$ cat config.mk
export PLATFORM = sky130hd
export DESIGN_NAME = ps2_host_tx
export DESIGN_NICKNAME = d
export VERILOG_FILES = /design/src/rtl/ps2_host_tx.sv
export SDC_FILE = /design/constraint.sdc
export NUM_CORES = 1
export LEC_CHECK = 0
export BUFFER_PORTS_ARGS = -buffer_cell sky130_fd_sc_hd__buf_2
export CORE_ASPECT_RATIO = 0.75
export CORE_MARGIN = 2
export CORE_UTILIZATION = 60
export DETAILED_ROUTE_END_ITERATION = 10
export GPL_TIMING_DRIVEN = 0
export PLACE_DENSITY_LB_ADDON = 0.05
export REMOVE_ABC_BUFFERS = 1
export SYNTH_ARGS = -nofsm -noshare
export SYNTH_HDL_FRONTEND = slang
export SYNTH_SLANG_ARGS = --single-unit
$ cat constraint.sdc
create_clock -name clk -period 2.7 [get_ports clk]
set_input_delay 0 -clock clk [delete_from_list [all_inputs] [get_ports clk]]
set_output_delay 0 -clock clk [all_outputs]
set_load 0.02 [all_outputs]
$ cat src/rtl/ps2_host_tx.sv
// ps2_host_tx: PS/2 host-to-device command transmitter driving open-drain clock/data pads.
// Optional feature macro PS2_TX_RETRY_EN: resend the latched byte up to twice before reporting a failure.
module ps2_host_tx #(
    parameter int INHIBIT_CYCLES = 2500,
    parameter int START_TIMEOUT  = 375000,
    parameter int BIT_TIMEOUT    = 50000,
    parameter int FILT_LEN       = 4
) (
    input  logic       clk,
    input  logic       reset,
    input  logic       tx_valid,
    input  logic [7:0] tx_data,
    output logic       tx_ready,
    output logic       busy,
    output logic       done,
    output logic       ack_err,
    output logic       timeout,
    input  logic       ps2_clk_in,
    input  logic       ps2_dat_in,
    output logic       ps2_clk_oe,
    output logic       ps2_dat_oe
);

    localparam int TMO_MAX = (START_TIMEOUT > BIT_TIMEOUT) ? START_TIMEOUT : BIT_TIMEOUT;
    localparam int INH_W   = (INHIBIT_CYCLES > 1) ? $clog2(INHIBIT_CYCLES) : 1;
    localparam int TMO_W   = (TMO_MAX > 1) ? $clog2(TMO_MAX) : 1;
    localparam int FLT_W   = (FILT_LEN > 1) ? $clog2(FILT_LEN) : 1;

    localparam logic [INH_W-1:0] INH_LOAD   = INH_W'(INHIBIT_CYCLES - 1);
    localparam logic [TMO_W-1:0] START_LOAD = TMO_W'(START_TIMEOUT - 1);
    localparam logic [TMO_W-1:0] BIT_LOAD   = TMO_W'(BIT_TIMEOUT - 1);
    localparam logic [FLT_W-1:0] FLT_LAST   = FLT_W'(FILT_LEN - 1);
    localparam logic             INH_ONE    = (INHIBIT_CYCLES == 1);

    typedef enum logic [2:0] {
        ST_IDLE, ST_INHIBIT, ST_REQ, ST_SHIFT, ST_ACK, ST_WAIT_IDLE
    } state_t;

    state_t           r_state;
    logic             r_clk_meta, r_clk_sync, r_dat_meta, r_dat_sync;
    logic             r_clk_filt, r_clk_filt_d;
    logic [FLT_W-1:0] r_flt_cnt;
    logic [9:0]       r_frame, r_shift;
    logic [3:0]       r_bit_cnt;
    logic [INH_W-1:0] r_inh_cnt;
    logic [TMO_W-1:0] r_tmo_cnt;
    logic             r_tx_ready, r_busy, r_done, r_ack_err, r_timeout;
    logic             r_clk_oe, r_dat_oe;

    logic w_clk_fall, w_lines_idle, w_ack_fail, w_tmo_fail, w_fail, w_retry, w_accept;

    assign tx_ready   = r_tx_ready;
    assign busy       = r_busy;
    assign done       = r_done;
    assign ack_err    = r_ack_err;
    assign timeout    = r_timeout;
    assign ps2_clk_oe = r_clk_oe;
    assign ps2_dat_oe = r_dat_oe;

    // Only the clock needs deglitching; data is sampled on filtered clock events.
    always_ff @(posedge clk or posedge reset) begin
        if (reset) begin
            r_clk_meta   <= 1'b1;
            r_clk_sync   <= 1'b1;
            r_dat_meta   <= 1'b1;
            r_dat_sync   <= 1'b1;
            r_clk_filt   <= 1'b1;
            r_clk_filt_d <= 1'b1;
            r_flt_cnt    <= '0;
        end else begin
            r_clk_meta   <= ps2_clk_in;
            r_clk_sync   <= r_clk_meta;
            r_dat_meta   <= ps2_dat_in;
            r_dat_sync   <= r_dat_meta;
            r_clk_filt_d <= r_clk_filt;
            if (r_clk_sync == r_clk_filt) begin
                r_flt_cnt <= '0;
            end else if (r_flt_cnt == FLT_LAST) begin
                r_clk_filt <= r_clk_sync;
                r_flt_cnt  <= '0;
            end else begin
                r_flt_cnt <= r_flt_cnt + 1'b1;
            end
        end
    end

    always_comb begin
        w_clk_fall   = r_clk_filt_d & ~r_clk_filt;
        w_lines_idle = r_clk_filt & r_dat_sync;
        w_ack_fail   = (r_state == ST_ACK) && w_clk_fall && r_dat_sync;
        w_tmo_fail   = 1'b0;
        if (r_tmo_cnt == '0) begin
            case (r_state)
                ST_REQ, ST_SHIFT, ST_ACK: w_tmo_fail = ~w_clk_fall;
                ST_WAIT_IDLE:             w_tmo_fail = ~w_lines_idle;
                default:                  w_tmo_fail = 1'b0;
            endcase
        end
        w_fail = w_ack_fail | w_tmo_fail;
    end

    assign w_accept = (r_state == ST_IDLE) && tx_valid && r_tx_ready;

`ifdef PS2_TX_RETRY_EN
    logic [1:0] r_attempt;

    always_ff @(posedge clk or posedge reset) begin
        if (reset) begin
            r_attempt <= '0;
        end else if (w_accept) begin
            r_attempt <= '0;
        end else if (w_fail && w_retry) begin
            r_attempt <= r_attempt + 1'b1;
        end
    end

    assign w_retry = (r_attempt != 2'd2);
`else
    assign w_retry = 1'b0;
`endif

    always_ff @(posedge clk or posedge reset) begin
        if (reset) begin
            r_state    <= ST_IDLE;
            r_frame    <= '0;
            r_shift    <= '0;
            r_bit_cnt  <= '0;
            r_inh_cnt  <= '0;
            r_tmo_cnt  <= '0;
            r_tx_ready <= 1'b0;
            r_busy     <= 1'b0;
            r_done     <= 1'b0;
            r_ack_err  <= 1'b0;
            r_timeout  <= 1'b0;
            r_clk_oe   <= 1'b0;
            r_dat_oe   <= 1'b0;
        end else begin
            r_done    <= 1'b0;
            r_ack_err <= 1'b0;
            r_timeout <= 1'b0;
            if (r_tmo_cnt != '0) r_tmo_cnt <= r_tmo_cnt - 1'b1;

            case (r_state)
                ST_IDLE: begin
                    r_clk_oe <= 1'b0;
                    r_dat_oe <= 1'b0;
                    if (w_accept) begin
                        r_frame    <= {1'b1, ~^tx_data, tx_data};
                        r_shift    <= {1'b1, ~^tx_data, tx_data};
                        r_state    <= ST_INHIBIT;
                        r_clk_oe   <= 1'b1;
                        r_dat_oe   <= INH_ONE;
                        r_inh_cnt  <= INH_LOAD;
                        r_tx_ready <= 1'b0;
                        r_busy     <= 1'b1;
                    end else begin
                        r_tx_ready <= 1'b1;
                    end
                end
                ST_INHIBIT: begin
                    if (r_inh_cnt == '0) begin
                        r_state   <= ST_REQ;
                        r_clk_oe  <= 1'b0;
                        r_dat_oe  <= 1'b1;
                        r_tmo_cnt <= START_LOAD;
                    end else begin
                        r_inh_cnt <= r_inh_cnt - 1'b1;
                        if (r_inh_cnt == INH_W'(1)) r_dat_oe <= 1'b1;
                    end
                end
                ST_REQ, ST_SHIFT: begin
                    if (w_clk_fall) begin
                        r_dat_oe  <= ~r_shift[0];
                        r_shift   <= {1'b0, r_shift[9:1]};
                        r_tmo_cnt <= BIT_LOAD;
                        if (r_state == ST_REQ) begin
                            r_bit_cnt <= 4'd1;
                            r_state   <= ST_SHIFT;
                        end else begin
                            r_bit_cnt <= r_bit_cnt + 1'b1;
                            if (r_bit_cnt == 4'd9) r_state <= ST_ACK;
                        end
                    end
                end
                ST_ACK: begin
                    if (w_clk_fall && !r_dat_sync) begin
                        r_state   <= ST_WAIT_IDLE;
                        r_tmo_cnt <= BIT_LOAD;
                    end
                end
                ST_WAIT_IDLE: begin
                    if (w_lines_idle) begin
                        r_state <= ST_IDLE;
                        r_done  <= 1'b1;
                        r_busy  <= 1'b0;
                    end
                end
                default: r_state <= ST_IDLE;
            endcase

            // Failure exits override whatever the state branch scheduled.
            if (w_fail) begin
                if (w_retry) begin
                    r_state   <= ST_INHIBIT;
                    r_shift   <= r_frame;
                    r_clk_oe  <= 1'b1;
                    r_dat_oe  <= INH_ONE;
                    r_inh_cnt <= INH_LOAD;
                end else begin
                    r_state   <= ST_IDLE;
                    r_clk_oe  <= 1'b0;
                    r_dat_oe  <= 1'b0;
                    r_busy    <= 1'b0;
                    r_ack_err <= w_ack_fail;
                    r_timeout <= w_tmo_fail;
                end
            end
        end
    end

endmodule
Word level (Yosys, flattened, before mapping)
Index checks and enable logic that the tools add are counted.

$add $sub $neg: 4. Equal/unequal tests: 19. Muxes and demuxes: 43. Bitwise operators: 8. Reductions and logical operators: 26.

Operators with widths (count): $mux 19 (4); $pmux 19 s3 (1); $mux 12 (2); $mux 3 (8); $pmux 12 s2 (1); $mux 10 (2); $pmux 10 s2 (1); $logic_not 19->1 (1); $reduce_bool 19->1 (1); $sub 19x1->19 const B (1); $mux 1 (16); $pmux 3 s5 (1); $eq 12x1->1 const B (1); $logic_not 12->1 (1); $ne 3x3->1 const B (4); $reduce_and 3->1 (4); $sub 12x1->12 const B (1); $ne 4x4->1 const B (2); $reduce_xnor 8->1 (1); $eq 3x2->1 const B (2); $eq 3x3->1 const B (2); $ne 2x2->1 const B (3); $pmux 1 s2 (3); $reduce_and 2->1 (3); other kinds (22) (34).

Bits in registers: 63. Input port bits: 13. Output and inout port bits: 7. Logic and storage cells: 119.

Depth between registers and ports, before layout
Gate-level depths: netlist of run 1.

Word-level depth: 8. Depth in mapped cells: 8. Gate-level depth less buffers: 7.

Least setup slack after synthesis of run 1
OpenSTA, ideal clock, no wires.

Path type: reg-to-reg. Start: register r_tmo_cnt[2]. End: register r_clk_oe, in the netlist ps2_clk_oe. Setup time: 125 ps. Arrival: 1822 ps. Required time: 2575 ps. Slack: 753 ps. Stages on the path, launching flop included: 6. Path buffers: 0. Clock period less this slack: 1947 ps. Path through: dfrtp_1 > or4_4 > or2_4 > a2111oi_4 > or2_2 > nor3_1.

Longest elaborated chain between the ends: 5. Elaborated cells between the ends (all ways): 7. Those cells by class: eq/ne (1); mux (2); bitwise (1); reduce/logical (3).

Ends and longest elaborated chain: start: declaration (line 46) `logic [TMO_W-1:0] r_tmo_cnt;`; start signal: assignment (line 141) `if (r_tmo_cnt != '0) r_tmo_cnt <= r_tmo_cnt - 1'b1;`; $logic_not 19->1 (*) (line 92) `if (r_tmo_cnt == '0) begin`; $mux 1 (*) (line 92); $or 1x1->1 (*) (line 99) `w_fail = w_ack_fail | w_tmo_fail;`; $ne 3x3->1 (no source line) or $reduce_bool 3->1 (tied branches); $reduce_and 2->1 (no source line); end signal: assignment (line 135) `r_clk_oe <= 1'b0;`; end signal: assignment (line 145) `r_clk_oe <= 1'b0;`; end signal: assignment (line 151) `r_clk_oe <= 1'b1;`; end: declaration (line 48) `logic r_clk_oe, r_dat_oe;`.

Every way passes the cells marked *; elsewhere a longest branch is shown, timed or not. A chain may end at the register's enable or synchronous reset.

Final worst setup path of run 1
Start: register r_inh_cnt[2]. End: register r_inh_cnt[7].

Longest elaborated chain between the ends: 3. Elaborated cells between the ends (all ways): 6. Those cells by class: add/sub (1); eq/ne (1); mux (2); reduce/logical (2).

Ends and longest elaborated chain: start: declaration (line 45) `logic [INH_W-1:0] r_inh_cnt;`; start signal: assignment (line 167) `r_inh_cnt <= r_inh_cnt - 1'b1;`; $sub 12x1->12 or $logic_not 12->1 (tied branches) (line 167, 161); $mux 12 or $ne 2x2->1 (tied branches); $pmux 12 s2 or $reduce_and 3->1 (tied branches).

Several ways; a longest one is shown, not always the timed one. The select of a mux whose other input is x is not followed.

==> impl_metrics.ini, run 1 <==
[worst_setup_path]
crit_path_start = r_inh_cnt[2]
reg2reg_slack_ns = 0.24
crit_path_start_kind = register
cp.arrival_ns = 2.67
r2r-start = r_inh_cnt[2]
worstPathRequired_ns = 2.91
cp_max_fo = 13
endpoint_kind = register
critPathKind = reg -> reg

[floorplan]
die_y_um = 67.8
die_w_um = 89.1
start_util_pct = 61.5
dieArea_mm2 = 0.00604
num_io_pins = 20
core_mm2 = 0.00530
fp-row-count = 23

[synth]
synth_cells = 346
synth_top_area_cell = dfrtp_1
yosys-top-cells-area = dfrtp_1 44%, nand2_1 5.5%, nor2_1 5.2%
yosysSeqAreaShare_pct = 48.7
ys_ff_latch = 63
netlist.area_leader.share_pct = 43.8
yosysWarningCount = 0
ys_types = 49
syn_avg_cell_area_um2 = 9.41
synth-edff-count = 0
synthArstFlopShare_pct = 100
synth.most_common_cell = dfrtp_1
ys.flop_type = dfrtp_1
syn-cell-area_mm2 = 0.00326
synth_common_cells = 57 x dfrtp_1, 48 x nand2_1, 45 x nor2_1, 16 x nor3_1, 16 x xnor2_1

[sta]
slew_headroom_pct = 39.9
drv_slew = 0
worst_pin_slew_ns = 0.894
period_share_pct = 91.1
rsz0062_at_grt = false
hold_viol = 0
report.final.setup_viol = 0
layout_min_cycle_time_ns = 2.46
max_clock_freq_mhz = 407
final.setup.worst_slack_ns = 0.240
fin_worst_skew_ns = 0.00468
fin_setup_tns_ns = 0

[clocking]
htree_num_levels = 3
cts-buffers-inserted = 9
root_buffer = clkbuf_8
clock_path_buffers = 2
clk_pin_slew_worst_paths_ns = 0.07
clkLatencyLatePin_ns = 0.34
cts_tree = yes
clock_sinks = 63

[pwr]
power_density_mw_per_mm2 = 888
peakVddDrop_v = 0.000497
power_leakage_uw = 0.00160

[global_routing]
grt_pass1_vias = 2477
track_usage_pct = 25.7
grt_first_pass_wirelength_um = 11600
grt_use_met3_pct = 7.46
antenna_found_initial = 0
grt_max_degree = 39
use_met1_pct = 35.4
grt-ovfl-total = 0
use_met2_pct = 38.3
top_usage_layer = met2

[detailed_routing]
firstDrtPassIters = 8
vias = 2652
drcViolationCount = 0
avgViaCountPerCell = 5.78
detail-route-antenna-nets = 0
wl_um = 6860
drt-initial-drc-count = 207
routedWlPerCell_um = 14.9

[layout]
multi_input_area_mm2 = 0.00160
regArea_mm2 = 0.00158
fillers = 441
antennaDiodeCount = 0
drive_above_1_share_pct = 14.3
final_nets = 398
area_delta_synth_final_pct = 14.5

[status]
status = finished clean

[run]
drv_cap = 0

[placement]
io_buffers = 19
dp_hpwl_um = 4740
post-place-ws_ns = 0.0667
place.gp.congestion = 0.930

[worst_hold_path]
hp-start = tx_valid
hold_path.class = in -> reg
[final timing paths]
| kind | cells past startpoint | to |
|---|---|---|
| max in group asynchronous | 4 | r_tmo_cnt[9] |
| max reg2reg | 5 | r_inh_cnt[7] |
| min in group asynchronous | 3 | r_state[2] |
| max | 5 | r_inh_cnt[7] |
| min | 3 | r_inh_cnt[11] |
| min reg2reg | 0 | r_dat_sync |
[state kept, by name (all words and copies together), names as in the netlist]
register      flops
r_tmo_cnt        19
ps2_dat_oe        1
r_clk_meta        1
r_state           3
r_inh_cnt        12
r_clk_filt        1
ps2_clk_oe        1
r_clk_filt_d      1
r_shift          10
timeout           1
done              1
r_dat_sync        1
r_flt_cnt         2
busy              1
r_clk_sync        1
ack_err           1
r_bit_cnt         4
tx_ready          1
r_dat_meta        1
[report_power, final]
part	leakage, uW	switching [uW]	internal, uW	total [uW]
Sequential	0.000754	332	1240	1570
Clock	0.000100	353	447	800
Combinational	0.000745	491	444	935
[placed cells by master, fill, tap and decap left out, types with 4 or more instances in the layout]
cell type	instances
o21ai_0	14
xnor2_1	16
inv_1	7
dfstp_2	6
a21oi_1	14
ha_1	6
clkbuf_8	10
nor4_1	7
nand3_1	10
xor2_1	14
buf_2	19
nor2_1	45
nand4_1	6
nand2_1	48
dlygate4sd3_1	11
nor3_1	16
nand2b_1	4
a31oi_1	13
or3_1	4
nand4b_1	4
dfrtp_1	57
[through the flow]
stage	instances	total power, uW	instance area (um^2)	hold WS [ns]	util [%]
global placement	431	2440	3400	0.105	64.3
floorplan	337	2240	3220	0.00448	-
finish	459	3310	3730	0.146	70.4
CTS	459	3300	3720	0.133	70.3
detailed placement	432	2480	3420	0.107	64.7
global route	459	3510	3730	0.162	70.4
[routing by layer]
metal	vias to the layer above	part of all wire (%)	wire length, um
met3	12	6.6	455
met2	94	44	3010
li1	1288	-	-
met1	1258	48	3290
met5	-	0	0
met4	0	1.6	107
[what timing repair did]
item,in CTS,in global routing
gates resized for setup,0,1
hold endpoints to repair,41,0
setup endpoints to repair,0,18
hold buffers,11,0
setup buffers,0,0
[layout make-up]
type,instances,area share [%]
well taps,75,2.52
repair buffers,31,6.04
clock inverters,4,1.21
inverters,9,0.906
clock buffers,12,3.89
flip-flops and latches,63,42.5
multi-input cells,265,42.9
[logic make-up after synthesis]
logic type / count (synthesis) / synth area share, %
simple gates: 169 / 26.3
xor+xnor: 30 / 8.07
mux: 5 / 1.61
fa+ha+maj: 6 / 2.31
buf+inv: 18 / 2.27
flops: 63 / 48.7
compound gates: 55 / 10.8
[worst max-delay path, stage by stage, from the launching register on]
cell	delay (ns)
dfrtp_1	0.42
nor4_1	0.78
and4_1	0.68
nor3_1	0.15
xnor2_1	0.21
nand2_1	0.08
(Power assumes the default switching activity.)
==> run 2, diff against run 1 <==
Settings changed: CORE_MARGIN 2 to 3.
==> run 2 against run 1 <==
Net effect:
- via count fell by 0.34%
- die area rose by 5.3%
- global-route usage fell by 1.5 points
- first-iteration DRC count fell by 28%
- hold slack improved by 0.0018 ns
- total power rose by 8.0%
- final cell count fell by 0.65%
- clock skew barely moved
==> impl_metrics.ini, run 2 (synthesis gave the netlist of run 1 again) <==
[floorplan]
die_w_um = 91.1
core_mm2 = 0.00506
die_y_um = 69.8
dieArea_mm2 = 0.00636
num_io_pins = 20
start_util_pct = 64.3
fp-row-count = 22

[clocking]
cts-buffers-inserted = 9
clkLatencyLatePin_ns = 0.34
clk_pin_slew_worst_paths_ns = 0.07
clock_path_buffers = 2
htree_num_levels = 3
cts_tree = yes
root_buffer = clkbuf_8
cts_setup_buffers = 0
clock_sinks = 63

[pwr]
total_power_uw = 3570
power.internal_uw = 2390
power_leakage_uw = 0.00163
power_density_mw_per_mm2 = 942
p_sw_uw = 1180
pwr-share-comb_pct = 26.1
seqPwrFrac_pct = 44.3
p_clk_share_pct = 29.7
switching_share_pct = 33.1
peakVddDrop_v = 0.000631

[sta]
worst_pin_slew_ns = 0.862
period_share_pct = 89.1
drv_slew = 0
hold_viol = 0
fin_worst_skew_ns = 0.00509
slew_headroom_pct = 42.0
rsz0062_at_grt = false
fin_setup_tns_ns = 0
max_clock_freq_mhz = 416
report.final.setup_viol = 0
layout_min_cycle_time_ns = 2.40

[status]
status = finished clean

[detailed_routing]
vias = 2643
drcViolationCount = 0
drt-initial-drc-count = 150
detail-route-antenna-nets = 0
avgViaCountPerCell = 5.80
wl_um = 6940
routedWlPerCell_um = 15.2
firstDrtPassIters = 5

[placement]
dp_hpwl_um = 4780
io_buffers = 19
place_area_mm2 = 0.00342
place.gp.congestion = 0.897
dpl.cell_count = 429

[layout]
final_nets = 398
regArea_mm2 = 0.00158
post-route-util_pct = 74.9
fillers = 376
largest_register_ffs = 19
regMostFlops = r_tmo_cnt
antennaDiodeCount = 0
final_area_mm2 = 0.00379
mostFrequentLayoutCells = 57 x dfrtp_1, 48 x nand2_1, 45 x nor2_1
multi_input_area_mm2 = 0.00160
drive_above_1_share_pct = 14.8
area_delta_synth_final_pct = 16.5
fin_cells = 456
largestRegisters = r_tmo_cnt: 19 flops, r_inh_cnt: 12 flops, r_shift: 10 flops
mostFrequentLayoutCell = dfrtp_1

[worst_setup_path]
endpoint_kind = register
cp_max_fo = 13
cp.arrival_ns = 2.60
critPathKind = reg -> reg
crit_path_start_kind = register
worstPathRequired_ns = 2.89

[global_routing]
grt_max_degree = 38
top_usage_layer = met1
use_met1_pct = 37.8
grt_first_pass_wirelength_um = 12300
grt_pass1_vias = 2512
antenna_found_initial = 0
use_met2_pct = 33.2
track_usage_pct = 24.1
grt-ovfl-total = 0
grt_use_met3_pct = 5.64

[worst_hold_path]
hold_path.class = in -> reg

[run]
drv_cap = 0
==> run 2: cell count changes in the layout (fill, tap and decap cells not counted) <==
cell / previous run / this run
clkbuf_1: 2 / 0
clkbuf_8: 10 / 9
bufinv_16: 1 / 4
==> run 2: worst paths after layout <==
path / end / cells past startpoint / slack (ns) / start
max: r_inh_cnt[4] / 5 / 0.30 / r_inh_cnt[3]
min: r_shift[9] / 3 / 0.15 / tx_valid
max reg2reg: r_inh_cnt[4] / 5 / 0.30 / r_inh_cnt[3]
min reg2reg: r_clk_sync / 0 / 0.36 / r_clk_meta
max in group asynchronous: r_shift[6] / 4 / 1.82 / reset
min in group asynchronous: ps2_clk_oe / 3 / 0.28 / reset
==> run 2: worst max-delay path: stages, from the launching register on <==
cell and delay, ns:
dfrtp_1 0.41, nor4_1 0.77, and4_1 0.69, nor3_1 0.15, xnor2_1 0.18, nor2_1 0.06
==> run 2: what timing repair did <==
item	4_1_cts	5_1_grt
hold buffers	11	0
endpoints found under the hold margin	30	0
gates resized for setup	0	1
setup endpoints to repair	0	22
==> run 2: power groups by stage <==
stage                     registers, uW  clock network (uW)  logic (uW)
after floorplan                    1520                   0         723
after global placement             1570                   0         870
after detailed placement           1570                   0         910
after CTS                          1570                1070         928
after global routing               1630                1120        1070
final                              1580                1060         931
==> run 2: final cells by class <==
class / count / share of cell area, %
repair buffers: 31 / 5.94
multi-input cells: 265 / 42.2
inverters: 9 / 0.891
well taps: 72 / 2.38
flip-flops and latches: 63 / 41.8
clock inverters: 7 / 3.56
clock buffers: 9 / 3.27
==> run 2: per-stage QoR <==
step / hold slack [ns] / worst slack, ns
CTS: 0.155 / 0.00685
global route: 0.169 / 0.105
global placement: 0.105 / 0.0850
detailed placement: 0.0877 / 0.0563
floorplan: 0.00448 / 0.653
finish: 0.148 / 0.296
==> run 2: routing by layer <==
metal  vias to the layer above  part of all wire [%]
met1                      1260                    52
met3                        12                   5.4
li1                       1289                     -
met4                         0                   1.3
met5                         -                     0
met2                        82                    42
